### src/rtl/ser_pkg.sv
// Shared types and helpers for the frame serializer.
package ser_pkg;

  typedef enum logic [1:0] {
    IDLE,
    SHIFT,
    PARITY
  } ser_state_t;

  localparam int unsigned SER_DEFAULT_WIDTH = 8;

  // Counter must reach WIDTH, so it needs one more code than WIDTH-1.
  function automatic int unsigned ser_cnt_w(input int unsigned width);
    return $clog2(width + 1);
  endfunction

endpackage

### src/rtl/ser_hold_reg.sv
// One-word holding buffer between the valid/ready input and the shifter.
module ser_hold_reg
  import ser_pkg::*;
#(
  parameter int unsigned WIDTH = SER_DEFAULT_WIDTH
) (
  input  logic             clk,
  input  logic             reset,
  input  logic [WIDTH-1:0] din_i,
  input  logic             din_valid_i,
  input  logic             take_i,
  output logic             din_ready_o,
  output logic [WIDTH-1:0] hold_o,
  output logic             hold_full_o
);

  logic [WIDTH-1:0] hold_q, hold_d;
  logic             full_q, full_d;

  // Registers only; deliberately no path from din_valid_i.
  assign din_ready_o = !full_q && !reset;
  assign hold_o      = hold_q;
  assign hold_full_o = full_q;

  always_comb begin
    hold_d = hold_q;
    full_d = full_q;
    if (take_i) begin
      full_d = 1'b0;
    end
    if (din_valid_i && din_ready_o) begin
      hold_d = din_i;
      full_d = 1'b1;
    end
  end

  always_ff @(posedge clk or posedge reset) begin
    if (reset) begin
      hold_q <= '0;
      full_q <= 1'b0;
    end else begin
      hold_q <= hold_d;
      full_q <= full_d;
    end
  end

endmodule

### src/rtl/frame_serializer.sv
// MSB-first parallel-to-serial front end for the sequence detector.
// Define SER_PARITY_EN to append an even-parity bit after each word.
module frame_serializer
  import ser_pkg::*;
#(
  parameter int unsigned WIDTH    = SER_DEFAULT_WIDTH,
  parameter logic        IDLE_BIT = 1'b0
) (
  input  logic             clk,
  input  logic             reset,
  input  logic [WIDTH-1:0] din,
  input  logic             din_valid,
  output logic             din_ready,
  output logic             x,
  output logic             x_valid,
  output logic             frame_start
);

  localparam int unsigned     CntW    = ser_cnt_w(WIDTH);
  localparam logic [CntW-1:0] CntOne  = CntW'(1);
  localparam logic [CntW-1:0] CntLast = CntW'(WIDTH);

  ser_state_t       state_q, state_d;
  logic [CntW-1:0]  cnt_q, cnt_d;
  // MSB goes straight to x on load, so only the remaining bits are kept.
  logic [WIDTH-2:0] shreg_q, shreg_d;
  logic             x_q, x_d;
  logic             x_valid_q, x_valid_d;
  logic             fs_q, fs_d;
  logic             take;
  logic             reload_chk;
  logic [WIDTH-1:0] hold;
  logic             hold_full;
`ifdef SER_PARITY_EN
  logic             par_q, par_d;
`endif

  ser_hold_reg #(
    .WIDTH(WIDTH)
  ) u_hold (
    .clk        (clk),
    .reset      (reset),
    .din_i      (din),
    .din_valid_i(din_valid),
    .take_i     (take),
    .din_ready_o(din_ready),
    .hold_o     (hold),
    .hold_full_o(hold_full)
  );

  always_comb begin
    state_d    = state_q;
    cnt_d      = cnt_q;
    shreg_d    = shreg_q;
    x_d        = x_q;
    x_valid_d  = x_valid_q;
    fs_d       = 1'b0;
    take       = 1'b0;
    reload_chk = 1'b0;
`ifdef SER_PARITY_EN
    par_d      = par_q;
`endif
    case (state_q)
      IDLE: reload_chk = 1'b1;
      SHIFT: begin
        if (cnt_q != CntLast) begin
          x_d     = shreg_q[WIDTH-2];
          shreg_d = shreg_q << 1;
          cnt_d   = cnt_q + CntOne;
        end else begin
`ifdef SER_PARITY_EN
          state_d   = PARITY;
          x_d       = par_q;
          x_valid_d = 1'b1;
`else
          reload_chk = 1'b1;
`endif
        end
      end
`ifdef SER_PARITY_EN
      PARITY: reload_chk = 1'b1;
`endif
      default: state_d = IDLE;
    endcase

    // End of a word (or idle): pull the next word in on this same edge.
    if (reload_chk) begin
      if (hold_full) begin
        take      = 1'b1;
        shreg_d   = hold[WIDTH-2:0];
        x_d       = hold[WIDTH-1];
        x_valid_d = 1'b1;
        fs_d      = 1'b1;
        cnt_d     = CntOne;
        state_d   = SHIFT;
`ifdef SER_PARITY_EN
        par_d     = ^hold;
`endif
      end else begin
        x_d       = IDLE_BIT;
        x_valid_d = 1'b0;
        cnt_d     = '0;
        state_d   = IDLE;
      end
    end
  end

  always_ff @(posedge clk or posedge reset) begin
    if (reset) begin
      state_q   <= IDLE;
      cnt_q     <= '0;
      shreg_q   <= '0;
      x_q       <= IDLE_BIT;
      x_valid_q <= 1'b0;
      fs_q      <= 1'b0;
`ifdef SER_PARITY_EN
      par_q     <= 1'b0;
`endif
    end else begin
      state_q   <= state_d;
      cnt_q     <= cnt_d;
      shreg_q   <= shreg_d;
      x_q       <= x_d;
      x_valid_q <= x_valid_d;
      fs_q      <= fs_d;
`ifdef SER_PARITY_EN
      par_q     <= par_d;
`endif
    end
  end

  assign x           = x_q;
  assign x_valid     = x_valid_q;
  assign frame_start = fs_q;

endmodule

### config.mk
export PLATFORM = sky130hd
export DESIGN_NAME = frame_serializer
export DESIGN_NICKNAME = d
export VERILOG_FILES = /design/src/rtl/ser_pkg.sv /design/src/rtl/ser_hold_reg.sv /design/src/rtl/frame_serializer.sv
export SDC_FILE = /design/constraint.sdc
export NUM_CORES = 1
export LEC_CHECK = 0
export ABC_AREA = 1
export CORE_UTILIZATION = 60
export CTS_CLUSTER_DIAMETER = 120
export DETAILED_ROUTE_END_ITERATION = 10
export DONT_BUFFER_PORTS = 1
export GPL_ROUTABILITY_DRIVEN = 0
export GPL_TIMING_DRIVEN = 1
export PLACE_DENSITY_LB_ADDON = 0.25
export SYNTH_ARGS = -nofsm -noshare
export SYNTH_HDL_FRONTEND = slang
export SYNTH_HIERARCHICAL = 1
export SYNTH_SLANG_ARGS = --single-unit
### constraint.sdc
create_clock -name clk -period 2.4 [get_ports clk]
set_input_delay 0.72 -clock clk [delete_from_list [all_inputs] [get_ports clk]]
set_output_delay 0.72 -clock clk [all_outputs]
set_load 0.05 [all_outputs]
== After elaboration in Yosys (flattened, before gate mapping) ==
Index checks and enable logic that the tools add are counted.

* Add/sub/neg operators: 1
* $mul: 0
* Divide/modulo/power cells: 0
* Magnitude comparators: 0
* Eq/ne operators: 3
* Shift-type cells: 0
* Muxes and demuxes: 21
* Bitwise operators: 0
* Reductions and logical operators: 10

{| class="wikitable"
|+ Operators with widths
! cell !! number
|-
| 2-to-1 mux 7 bit || 4
|-
| 2-to-1 mux 4 bit || 3
|-
| 2-to-1 mux 1 bit || 11
|-
| nonzero test 2 bit || 3
|-
| adder 4 x 1 -> 4 bit (second input constant) || 1
|-
| 2-to-1 mux 2 bit || 2
|-
| != test 4 bit (second input constant) || 1
|-
| equality test 2 x 1 -> 1 bit (second input constant) || 1
|-
| logical AND 1 bit || 2
|-
| zero test 1 bit || 2
|-
| zero test 2 bit || 1
|-
| != test 2 x 1 -> 1 bit (second input constant) || 1
|-
| case mux 1 bit (2 select lines) || 1
|-
| AND reduction 2 bit || 1
|-
| OR reduction 2 bit || 1
|}

* Register bits after elaboration: 25
* Bits in latches: 0
* Memory bits (writable): 0
* Bits in read-only memories: 0
* Memories kept: 0

== Depth between registers and ports, before layout ==
Gate-level depths: netlist (run 1).

* Depth in word-level cells: 6
* Mapped depth: 7
* Depth with buffers taken out: 7

== By module ==
Netlist (run 1), hierarchy kept.

{| class="wikitable"
|+ Modules (own cells, without submodules)
! module !! times used !! cells each !! area each (sq um)
|-
| frame_serializer || 1 || 90 || 730.7
|-
| ser_hold_reg || 1 || 39 || 365.4
|}

== Worst setup path after synthesis (run 1) ==
Ideal clock, no wire load.

* Path kind: input to output
* Start: input reset
* End: output din_ready
* Arrival: 1.084 ns
* Setup slack: 0.596 ns
* Cell stages on the path: 1
* Buffers on the path: 0
* Cells stage by stage: nor2_4

* Word-level cells in the longest chain between the ends: 2

{| class="wikitable"
|+ RTL lines
! item !! RTL line !! text
|-
| from (decl) || frame_serializer.sv:10 || <nowiki>input logic reset,</nowiki>
|-
| zero test 1 bit || ser_hold_reg.sv:21 || <nowiki>assign din_ready_o = !full_q && !reset;</nowiki>
|-
| logical AND 1 bit || ser_hold_reg.sv:21 ||
|-
| to (decl) || frame_serializer.sv:13 || <nowiki>output logic din_ready,</nowiki>
|}

No other way between the ends.

== Worst setup path in the final report (run 1) ==
* Start: register u_hold.full_q, in the netlist u_hold/hold_full_o
* End: output din_ready

* Word-level cells in the longest chain between the ends: 2

{| class="wikitable"
|+ RTL lines
! item !! RTL line !! text
|-
| from (decl) || ser_hold_reg.sv:18 || <nowiki>logic full_q, full_d;</nowiki>
|-
| from (signal assigned) || ser_hold_reg.sv:43 || <nowiki>full_q <= full_d;</nowiki>
|-
| zero test 1 bit || ser_hold_reg.sv:21 ||
|-
| logical AND 1 bit || ser_hold_reg.sv:21 ||
|}

No other way between the ends.

==> results.yml, run 1 <==
timing:
  whs_ns: 0.249
  rsz0062_at_grt: "false"
  finalHoldViolations: 0
  tightest_slew_ns: 0.547
  finalClockSkew_ns: 0.00496
  period_needed_ns: 2.04
  finalSetupViolCount: 0
  layout_setup_ws_ns: 0.363
  clock.fmax_ghz: 0.491
  relSlewSlack: 0.635
  setup-tns-final_ns: 0
  period_share: 0.849
  maxSlewViolCount: 0
placement:
  post-place-ws_ns: 0.567
  hpwl_um: 1240
  place_area_um2: 1100
  portBuffers: 0
  place_inst: 150
drt:
  drcViolationCount: 0
  first_pass_iters: 4
  drt_iter0_markers: 9
  num_vias: 764
  via_per_inst: 4.99
  routed_wl_um: 1630
  ant_nets: 0
  routedWlPerCell_um: 10.6
die:
  initial_core_util: 0.635
  die_height_um: 44.7
  die_x_um: 44.7
  rows: 15
  die-area_um2: 2000
  io-pin-count: 15
  core_um2: 1730
cts:
  cts_tree: "yes"
  root_buffer: "clkbuf_4"
  post_cts_buffers: 0
  cts_inserted_buffers: 3
  htreeDepth: 1
  cts_resized: 0
  clkTransAtPathRegs_ns: 0.12
  cts.sinks: 24
  clk_latency_ns: 0.29
  cts_buffer_depth: 2
  cts_hold_buf: 0
power_and_ir_drop:
  swShare: 0.424
  p_seq_frac: 0.561
  ir_worst_vdd_uv: 674
  switching_power_mw: 0.592
  clockPowerShare: 0.116
  internal-power_mw: 0.803
  power_mw: 1.40
  power_leakage_nw: 0.648
  powerDensity_nw_per_um2: 1240
  combPwrFrac: 0.324
yosys:
  yosysWarnings: 6
  synthSimpleGateAreaFrac: 0.352
  syn_avg_cell_area_um2: 8.50
  netlist_area_um2: 1100
  synth_fa_ha_area_frac: 0.0228
  synth_seq_cells: 24
  synth_top_family_by_area: "simple AND/OR/NAND/NOR gates"
  synth_compound_area_frac: 0.00457
  synthMuxAreaShare: 0
  yosys-top-cells-area: "dfrtp_1 (55%), nand2_1 (20%), nand3_1 (8.2%)"
  yosysSeqAreaShare: 0.548
  synth.distinct_cells: 16
  synthesis.instances: 129
  synth_nets: 142
  yosys.area.top_type: "dfrtp_1"
  synth_top_area_share: 0.548
  synthXorXnorAreaFrac: 0.00799
worst_setup_path:
  reg2regPathDepth: 7
  end_kind: "primary output"
  worst-setup-path-type: "register to primary output"
  critical_path.max_stage_delay_ns: 0.53
  cpLargestDelayFamily: "flip-flops"
  crit_arrival_ns: 1.32
  cpMaxStageDelayCell: "dfrtp_1"
  cp_max_fo: 12
  worst-path-stages: 1
  path_cells: "nor2_4"
  start_kind: "register"
  cp_num_buf_inv: 0
  critical_path_required_ns: 1.68
run:
  max-cap-violations: 0
final_layout:
  nets: 143
  final_cell_area_um2: 1120
  fillers: 161
  drive_above_1_share: 0.0781
  diodes: 0
  fin_util: 0.651
  instances_no_fill: 153
  area_growth_pct: 2.51
outcome:
  status: "complete, no violations"
global_route:
  overflow: 0
  grt_max_degree: 16
  track_usage: 0.189
  grt_pass1_vias: 664
  grt_pass1_wl_um: 2730
  grt_antenna_before_repair: 0
min_path:
  hp-class: "input pin to async pin"
-- per-layer routing --
layer / vias to the layer above / share of wire / global-route usage
met5: - / 0 / 0
met4: 0 / 0.011 / 0.0909
met3: 2 / 0.036 / 0.0240
met2: 19 / 0.49 / 0.321
met1: 350 / 0.47 / 0.239
li1: 393 / - / -
-- Yosys cell counts --
| master | number |
|---|---|
| buf_2 | 3 |
| buf_6 | 1 |
| dfrtp_1 | 24 |
| ha_1 | 2 |
| inv_1 | 11 |
| inv_2 | 1 |
| nand2_1 | 59 |
| nand2_4 | 2 |
| nand3_1 | 18 |
| nand3_4 | 1 |
| nand4_1 | 1 |
| nor2_1 | 1 |
| nor2_2 | 2 |
| nor2_4 | 1 |
| o21ai_0 | 1 |
| xnor2_1 | 1 |
-- final cells by class --
| cell class | count | area (µm²) | share of cell area |
|---|---|---|---|
| Sequential cell | 24 | 601 | 0.535 |
| Multi-Input combinational cell | 89 | 424 | 0.378 |
| Inverter | 12 | 45.0 | 0.0401 |
| Tap cell | 25 | 31.3 | 0.0278 |
| Clock buffer | 3 | 22.5 | 0.0200 |
-- logic make-up (layout without fill, tap and decap cells) --
logic type	after synthesis	after routing
simple gates	85	85
xor+xnor	1	1
flops	24	24
buf+inv	16	15
fa+ha+maj	2	2
compound gates	1	1
-- path summary, 6_finish.rpt --
check                                    from                 end  slack [ns]
max in group asynchronous               reset          state_q[0]        1.70
min in group clk             u_hold/hold_o[3]    u_hold/hold_o[3]        0.49
max                        u_hold/hold_full_o           din_ready        0.36
min                                     reset    u_hold/hold_o[3]        0.25
min reg2reg                  u_hold/hold_o[3]    u_hold/hold_o[3]        0.49
max reg2reg                          cnt_q[0]  u_hold/hold_full_o        0.95
-- flip-flops by register name, summed over array words and instances, names as in the netlist --
signal,flops
u_hold/hold_o,8
x_valid,1
state_q,1
x,1
cnt_q,4
frame_start,1
shreg_q,7
u_hold/hold_full_o,1
-- layout by cell type, fill, tap and decap left out --
master / n
clkbuf_4: 3
dfrtp_1: 24
ha_1: 2
inv_1: 11
inv_2: 1
nand2_1: 59
nand2_4: 2
nand3_1: 18
nand3_4: 1
nand4_1: 1
nor2_1: 1
nor2_2: 2
nor2_4: 1
o21ai_0: 1
xnor2_1: 1
-- power by group through the flow --
stage | clock (mW) | combinational, mW | sequential (mW)
global route | 0.183 | 0.528 | 0.806
finish | 0.161 | 0.452 | 0.782
floorplan | 0 | 0.437 | 0.739
detailed placement | 0 | 0.457 | 0.791
CTS | 0.170 | 0.459 | 0.784
global placement | 0 | 0.442 | 0.785
No activity file was read; power rests on OpenSTA's default activity.
==> run 2: changes to the inputs <==
- clock period: 2.4 -> 1.9 ns (I/O delays scaled with it)
==> run 2 against run 1 <==
Count of clock-buffer cells in the layout unchanged; sequential power grew 26%; non-clock buffer count rose by 1; highest routed layer unchanged; critical path type unchanged; largest cell class unchanged; cell area is 3.3% higher; utilization increased by 2.2 points; sequential cell count is the same; clock power grew 120%.
==> results.yml, run 2 (same netlist as run 1, synthesis figures left out) <==
run:
  max-cap-violations: 0
drt:
  first_pass_iters: 4
  drt_iter0_markers: 22
  via_per_inst: 4.86
  routedWlPerCell_um: 10.8
  drcViolationCount: 0
  routed_wl_um: 1670
  ant_nets: 0
  num_vias: 754
worst_setup_path:
  end_kind: "primary output"
  cp_num_buf_inv: 0
  start_kind: "register"
  critical_path.max_stage_delay_ns: 0.54
  crit_arrival_ns: 1.24
  worst-setup-path-type: "register to primary output"
  critical_path_required_ns: 1.33
  cpLargestDelayFamily: "flip-flops"
  cpMaxStageDelayCell: "dfrtp_1"
  cp_max_fo: 12
  path_cells: "nor2_4"
global_route:
  grt_pass1_vias: 658
  grt_antenna_before_repair: 0
  overflow: 0
  grt_max_degree: 16
  track_usage: 0.191
  grt_pass1_wl_um: 2670
final_layout:
  largest_reg_flops: 8
  final_cell_mix: "nand2_1 (59), dfrtp_1 (24), nand3_1 (18), inv_1 (11), clkbuf_4 (3)"
  instances_no_fill: 155
  drive_above_1_share: 0.0923
  layout_commonest_cell: "nand2_1"
  area_growth_pct: 5.94
  diodes: 0
  nets: 144
timing:
  whs_ns: 0.0817
  maxSlewViolCount: 0
  finalHoldViolations: 0
  tightest_slew_ns: 0.565
  rsz0062_at_grt: "false"
  finalSetupViolCount: 0
  finalClockSkew_ns: 0.00943
  relSlewSlack: 0.623
  clock.fmax_ghz: 0.553
  period_share: 0.952
  period_needed_ns: 1.81
  setup-tns-final_ns: 0
power_and_ir_drop:
  powerDensity_nw_per_um2: 1650
  power_leakage_nw: 0.667
  ir_worst_vdd_uv: 817
  clockPowerShare: 0.185
  combPwrFrac: 0.302
  power_mw: 1.92
  switching_power_mw: 0.759
  swShare: 0.395
  internal-power_mw: 1.16
  p_seq_frac: 0.513
die:
  rows: 15
  initial_core_util: 0.635
  die-area_um2: 2000
  die_x_um: 44.7
  io-pin-count: 15
  core_um2: 1730
  die_height_um: 44.7
cts:
  cts_buffer_depth: 2
  cts.sinks: 24
  post_cts_buffers: 0
  cts_hold_buf: 0
  root_buffer: "clkbuf_4"
  cts_tree: "yes"
  clk_latency_ns: 0.31
  cts_inserted_buffers: 3
  cts_resized: 0
  clkTransAtPathRegs_ns: 0.13
  htreeDepth: 1
placement:
  portBuffers: 0
  place_inst: 151
  hpwl_um: 1270
outcome:
  status: "complete, no violations"
min_path:
  hp-class: "input pin to async pin"
[run 2: cell types whose count changed in the layout (fill, tap and decap cells not counted)]
| cell | change |
|---|---|
| bufinv_16 | +1 |
| buf_4 | +1 |
[run 2: layout make-up]
cell class                      count  area (µm²)
Fill cell                         148         566
Multi-Input combinational cell     89         424
Timing Repair Buffer                1        7.51
Sequential cell                    24         601
Clock inverter                      1        30.0
Inverter                           12        45.0
Clock buffer                        3        22.5
Tap cell                           25        31.3
[run 2: worst paths after layout]
check	slack (ns)	from	to	cells past startpoint
setup / recovery	0.09	u_hold/hold_full_o	din_ready	1
hold / removal	0.08	reset	u_hold/hold_o[4]	1
max in group asynchronous	1.34	reset	shreg_q[1]	1
min in group clk	0.38	din[4]	u_hold/hold_o[4]	2
hold reg to reg	0.49	u_hold/hold_o[7]	u_hold/hold_o[7]	2
setup reg to reg	0.44	u_hold/hold_full_o	u_hold/hold_o[3]	5
[run 2: per-layer routing]
metal  global-route usage  share of wire  up-vias
li1                     -              -      399
met1                0.237           0.46      333
met2                0.315           0.49       20
met3               0.0320          0.042        2
met4                0.109         0.0072        0
met5                    0              0        -
[run 2: power by group through the flow]
stage | combinational (mW) | clock, mW | sequential, mW
final | 0.580 | 0.356 | 0.985
after global routing | 0.680 | 0.383 | 1.02
after CTS | 0.592 | 0.368 | 0.986
after detailed placement | 0.589 | 0 | 0.998
after global placement | 0.573 | 0 | 0.994
after floorplan | 0.552 | 0 | 0.933
[run 2: per-stage QoR]
step                      instance area, µm²  setup slack, ns  utilization
after floorplan                         1100            0.396            -
after global placement                  1110            0.457        0.642
after detailed placement                1110            0.445        0.642
after CTS                               1160           0.0759        0.672
after global routing                    1160           0.0299        0.672
final                                   1160           0.0914        0.672
